[config.mk]
export PLATFORM = sky130hd
export DESIGN_NAME = inst_prefetch_queue
export DESIGN_NICKNAME = d
export VERILOG_FILES = /design/src/rtl/inst_prefetch_queue.sv
export SDC_FILE = /design/constraint.sdc
export NUM_CORES = 1
export LEC_CHECK = 0
export ABC_AREA = 1
export CAP_MARGIN = 20
export CELL_PAD_IN_SITES_DETAIL_PLACEMENT = 1
export CELL_PAD_IN_SITES_GLOBAL_PLACEMENT = 2
export CORE_ASPECT_RATIO = 1.4
export CORE_MARGIN = 3
export CORE_UTILIZATION = 37
export CTS_CLUSTER_SIZE = 8
export DETAILED_ROUTE_END_ITERATION = 7
export PLACE_DENSITY = 0.94
export RECOVER_POWER = 50
export SLEW_MARGIN = 15
export SYNTH_ARGS = -nofsm -noshare
export SYNTH_HDL_FRONTEND = slang
export SYNTH_SLANG_ARGS = --single-unit
[constraint.sdc]
create_clock -name Clk -period 2.71 [get_ports Clk]
set_input_delay 0.542 -clock Clk [delete_from_list [all_inputs] [get_ports Clk]]
set_output_delay 0.542 -clock Clk [all_outputs]
set_load 0.01 [all_outputs]
[src/rtl/inst_prefetch_queue.sv]
// Instruction prefetch queue: sequential ROM fetch into a DEPTH-entry, PC-tagged FIFO for decode.
// Define FETCH_BYPASS_EN to forward a ROM response straight to decode when the FIFO is empty.
module inst_prefetch_queue #(
  parameter int unsigned DEPTH = 4,
  parameter int unsigned IW    = 9,
  parameter int unsigned AW    = 10
) (
  input  logic                   Clk,
  input  logic                   Reset,
  input  logic                   Start,
  input  logic                   RedirectEn,
  input  logic [AW-1:0]          RedirectPc,
  output logic                   RomRdEn,
  output logic [AW-1:0]          RomAddr,
  input  logic [IW-1:0]          RomData,
  output logic                   InstValid,
  input  logic                   InstReady,
  output logic [IW-1:0]          Inst,
  output logic [AW-1:0]          InstPc,
  output logic [$clog2(DEPTH):0] Count
);

  localparam int unsigned PW = $clog2(DEPTH);
  localparam int unsigned CW = PW + 1;

  logic [AW-1:0] fetchPcQ, fetchPcD;
  logic          inFlightQ, inFlightD;
  logic [AW-1:0] inFlightPcQ, inFlightPcD;
  logic [PW-1:0] headQ, headD, tailQ, tailD;
  logic [CW-1:0] countQ, countD;
  logic [IW-1:0] memInstQ [DEPTH];
  logic [AW-1:0] memPcQ [DEPTH];

  logic          issue, respValid, push, pop, fifoEmpty;
  logic [CW:0]   creditsUsed;

  // The in-flight read already owns a slot, so it counts against the FIFO credit.
  assign creditsUsed = {1'b0, countQ} + {{CW{1'b0}}, inFlightQ};
  assign issue       = Reset & ~Start & ~RedirectEn & (creditsUsed < (CW+1)'(DEPTH));
  assign respValid   = inFlightQ & ~RedirectEn;
  assign fifoEmpty   = (countQ == '0);

  assign RomRdEn = issue;
  assign RomAddr = fetchPcQ;
  assign Count   = countQ;

`ifdef FETCH_BYPASS_EN
  logic bypassTaken;

  assign bypassTaken = respValid & fifoEmpty;

  always_comb begin
    if (bypassTaken) begin
      InstValid = 1'b1;
      Inst      = RomData;
      InstPc    = inFlightPcQ;
    end else begin
      InstValid = ~fifoEmpty;
      Inst      = memInstQ[headQ];
      InstPc    = memPcQ[headQ];
    end
  end

  // A forwarded response that decode accepts never occupies a FIFO slot.
  assign push = respValid & ~(bypassTaken & InstReady);
`else
  assign InstValid = ~fifoEmpty;
  assign Inst      = memInstQ[headQ];
  assign InstPc    = memPcQ[headQ];
  assign push      = respValid;
`endif

  assign pop = InstReady & ~fifoEmpty & ~RedirectEn;

  always_comb begin
    fetchPcD    = fetchPcQ;
    inFlightD   = inFlightQ;
    inFlightPcD = inFlightPcQ;
    headD       = headQ;
    tailD       = tailQ;
    countD      = countQ;
    if (RedirectEn) begin
      fetchPcD  = RedirectPc;
      inFlightD = 1'b0;
      headD     = '0;
      tailD     = '0;
      countD    = '0;
    end else begin
      inFlightD = issue;
      if (issue) begin
        inFlightPcD = fetchPcQ;
        fetchPcD    = fetchPcQ + AW'(1);
      end
      if (push) tailD = tailQ + PW'(1);
      if (pop)  headD = headQ + PW'(1);
      case ({push, pop})
        2'b10:   countD = countQ + CW'(1);
        2'b01:   countD = countQ - CW'(1);
        default: countD = countQ;
      endcase
    end
  end

  always_ff @(posedge Clk or negedge Reset) begin
    if (!Reset) begin
      fetchPcQ    <= '0;
      inFlightQ   <= 1'b0;
      inFlightPcQ <= '0;
      headQ       <= '0;
      tailQ       <= '0;
      countQ      <= '0;
    end else begin
      fetchPcQ    <= fetchPcD;
      inFlightQ   <= inFlightD;
      inFlightPcQ <= inFlightPcD;
      headQ       <= headD;
      tailQ       <= tailD;
      countQ      <= countD;
    end
  end

  // Storage is cleared on reset so Inst/InstPc read back as zero while idle.
  always_ff @(posedge Clk or negedge Reset) begin
    if (!Reset) begin
      memInstQ <= '{default: '0};
      memPcQ   <= '{default: '0};
    end else if (push) begin
      memInstQ[tailQ] <= RomData;
      memPcQ[tailQ]   <= inFlightPcQ;
    end
  end

endmodule

==> metrics list <==
- Outcome: complete, but fails checks
* Violations in the final reports: max-capacitance violations, max-slew violations
* Highest ir drop seen on vdd: 0.288 mV
- Data on the critical path arrives at its endpoint at 2.07 ns.
- Cells along the critical path: inv_1, buf_4, o21ai_0, o22ai_1, clkdlybuf4s50_1
- The worst register-to-register path ends at Count[2]$_DFFE_PN0P_.
- For the worst-skew pair, the clock arrives at the later sink with an insertion delay of 0.35 ns.
- Global-route usage over all layers: 0.174
- 58 I/O pins were placed.
- The core region is 13100 sq um.
- The number of global-route vias before repair was 4236.
* Final Max Tran Viols: 64
- Number of antenna violations at the first check in global routing: 0
- The tree is rooted in a clkbuf_16.
- Total nets after synthesis: 596
- Setup violations remaining at the end of the flow were counted as 0.
* Synth async-reset ratio: 1.00
* Number of buffers between clock root and the deepest sink: 2
- CTS hold repair buffers: 0
- First-pass GRT wire length: 21200 um
- Once placement finished, the instance area stood at 5680 sq um.
- Row generation in the floorplan step produced 49 rows.
- In the final timing run, aggregate negative setup slack is 0 ns.
* Cell with the most instances after synthesis: nand2_1
- Die width: 105 um
* Netlist cell types: 30
- After clock tree synthesis, the clock-pin slew on the worst setup and hold paths is 0.07 ns.
* Termination of the worst setup path: InstPc[4]
- Largest stage delay on the critical path: 0.59 ns
- By area the synthesized netlist is led by dfrtp_1 (51%), nand2_1 (10%), o21ai_2 (8.0%).
- Final WS setup: 0.0984 ns
- Data on the critical path is required at its endpoint by 2.17 ns.
* Deepest level of the CTS H-tree: 3
* Total power per unit cell area: 654 nW/um^2
- The critical path starts at headQ[1]$_DFFE_PN0P_.
* Peak Freq: 383 MHz
- In this run the power spent charging and discharging nets is 1.09 mW.
* Port Buffers: 57
- Unrepaired setup endpoints after global routing: no
* Reg power frac: 0.468
- For the finished layout, the period the worst path requires is 2.61 ns.
* Remaining antenna violation count after routing: 0
* Die boundary height: 144 um
- Kind of critical path: register to output pin
- The synthesized design contains 104 register bits.
- The worst register-to-register path has a depth of 11.
- Cell area after technology mapping: 5050 sq um
- The worst setup path is captured at an output pin.
- Pin count of the biggest net entering global routing: 64
- Final non-filler cell total: 797
* HPWL after detailed placement: 8170 um
- The detailed router finished its first iteration with 163 violations.
- The initial utilization of the core area, before any placement, comes to 0.385.
- The worst register-to-register path begins at Count[0]$_DFFE_PN0P_.
- Compared with the post-synthesis result, the final layout area differs by 17.7%.
* Post-synthesis cell count: 566
* Headroom to the max-slew limit: -0.0391
- Most frequent cells after synthesis: nand2_1 (141), dfrtp_1 (104), o21ai_0 (77)
* Pre-antenna DRT Iters: 4
- Most common flop cell mapped by yosys: dfrtp_1
- At the placement stage, the worst setup path has a slack of 0.185 ns.
* Classification of the worst-slack hold path: register to register
* Post-route clock period utilization: 0.964
- For this run, the number of Yosys warnings is 0.
* CP max stage cell: clkdlybuf4s50_1
- In this run the worst path has a maximum fanout of 10.
- In the routed design, unresolved DRC markers number 0.
- Fin Clk Skew: 0.00836 ns
* Average wire per standard cell: 15.6 um
- Summed over all instances, the cell type with the most area after synthesis is dfrtp_1.
* CTS sink cnt: 104
- CTS Buf Count: 9
- Of the cells placed in the final design, the portion with a size suffix greater than 1 is 0.132.
- # placed instances: 781
- Wires add up to 12400 um.
- Global placer's final weighted congestion: 0.765
- Internal power: 2.80 mW
- Worst-Margin Slew: 1.56 ns
* TritonCTS clock tree: done
- Of the total power, the share spent switching nets is 0.280.
- Part of the total power dissipated in combinational logic: 0.188
- Total grt overflow: 0
* Die area: 15100 sq um
* Flop-to-flop setup slack: 0.78 ns
- The share of total power dissipated in the clock network is 0.344.
- The number of antenna diodes in the final layout is 0.
- Final worst hold slack: 0.482 ns
- The average instance in the mapped netlist occupies 8.93 sq um.
* Part of the Yosys area used for sequential elements: 0.515
* Startpoint kind of the worst setup timing path: register
* Fraction of synthesized cell area taken by the top area cell type: 0.515
- Maxcap violations: 1
- With fillers left out, the area of the finished cells amounts to 5950 sq um.
* Final Hold Violating Endpoints: 0
- Reported leakage power: 2.84 nW
* Via Count: 4011
- Net count reported at finish: 644
- Vias per Instance: 5.03
- Counting flops with a built-in enable in the synthesized netlist gives 0.
==> kinds of logic (layout without fill, tap and decap cells) <==
kind of cell	count (synthesis)	after routing	share of synthesized area
simple gates	226	226	0.191
compound gates	150	150	0.187
flops	104	104	0.515
buf+inv	77	130	0.0854
fa+ha+maj	6	6	0.0163
xor+xnor	3	3	0.00520
==> stage by stage <==
step | utilization | power [mW]
floorplan | - | 2.24
global placement | 0.433 | 2.57
detailed placement | 0.433 | 2.61
CTS | 0.456 | 3.95
global route | 0.454 | 4.10
finish | 0.454 | 3.89
==> placed cells by master, fill, tap and decap left out, types with 3 or more instances in the layout <==
cell / synthesis / routed
buf_4: 0 / 8
clkbuf_1: 11 / 3
clkbuf_16: 0 / 9
clkdlybuf4s50_1: 0 / 55
clkinvlp_4: 0 / 3
dfrtp_1: 104 / 104
ha_1: 5 / 5
inv_1: 40 / 41
inv_2: 4 / 3
nand2_1: 141 / 142
nand2_4: 4 / 4
nand3_1: 23 / 23
nor2_1: 45 / 45
nor3_1: 3 / 3
o21ai_0: 77 / 84
o21ai_1: 6 / 5
o21ai_2: 46 / 40
o22ai_1: 19 / 19
==> layer usage <==
metal / vias up / global-route usage / wire length (um)
li1: 1941 / - / -
met1: 1994 / 0.216 / 5490
met2: 64 / 0.310 / 6370
met3: 12 / 0.0246 / 347
met4: 0 / 0.0574 / 209
met5: - / 0 / 0
==> registers in the layout, indices dropped and copies added, names as in the netlist <==
name         flops
tailQ            2
memInstQ        36
inFlightPcQ     10
RomAddr         10
headQ            2
inFlightQ        1
Count            3
memPcQ          40
==> worst max-delay path: cells and delay by family (launching register included) <==
| family | cells | cell delay [ns] |
|---|---|---|
| buffers and inverters | 3 | 1.05 |
| DFF | 1 | 0.38 |
| AOI/OAI and AO/OA | 2 | 0.30 |
==> timing repair <==
item	in CTS	in global routing
setup buffers	0	0
setup endpoints to repair	0	6
gates resized for setup	0	2
==> power by group through the flow <==
stage | Clock, mW | Sequential [mW] | Combinational (mW)
5_1_grt | 1.44 | 1.85 | 0.822
2_1_floorplan | 0 | 1.83 | 0.408
3_5_place_dp | 0 | 1.85 | 0.758
4_1_cts | 1.36 | 1.82 | 0.766
6_report | 1.34 | 1.82 | 0.733
3_3_place_gp | 0 | 1.84 | 0.731
==> layout make-up <==
| type | instances | area (sq um) |
|---|---|---|
| Clock buffer | 10 | 239 |
| Clock inverter | 6 | 66.3 |
| Fill cell | 1568 | 7170 |
| Inverter | 44 | 165 |
| Multi-Input combinational cell | 385 | 2000 |
| Sequential cell | 104 | 2600 |
| Tap cell | 178 | 223 |
| Timing Repair Buffer | 70 | 659 |
==> worst min path at each step <==
stage	to	cells past startpoint	slack [ns]	from
floorplan	Count[0]$_DFFE_PN0P_	0	0.25	Reset
global placement	memInstQ[26]$_DFFE_PN0P_	2	0.46	memInstQ[26]$_DFFE_PN0P_
detailed placement	memPcQ[29]$_DFFE_PN0P_	2	0.46	memPcQ[29]$_DFFE_PN0P_
CTS	memInstQ[11]$_DFFE_PN0P_	2	0.46	Reset
global route	memPcQ[6]$_DFFE_PN0P_	2	0.51	memPcQ[6]$_DFFE_PN0P_
finish	memInstQ[21]$_DFFE_PN0P_	2	0.48	memInstQ[21]$_DFFE_PN0P_
Note: power is estimated with default switching activity, not from simulation.
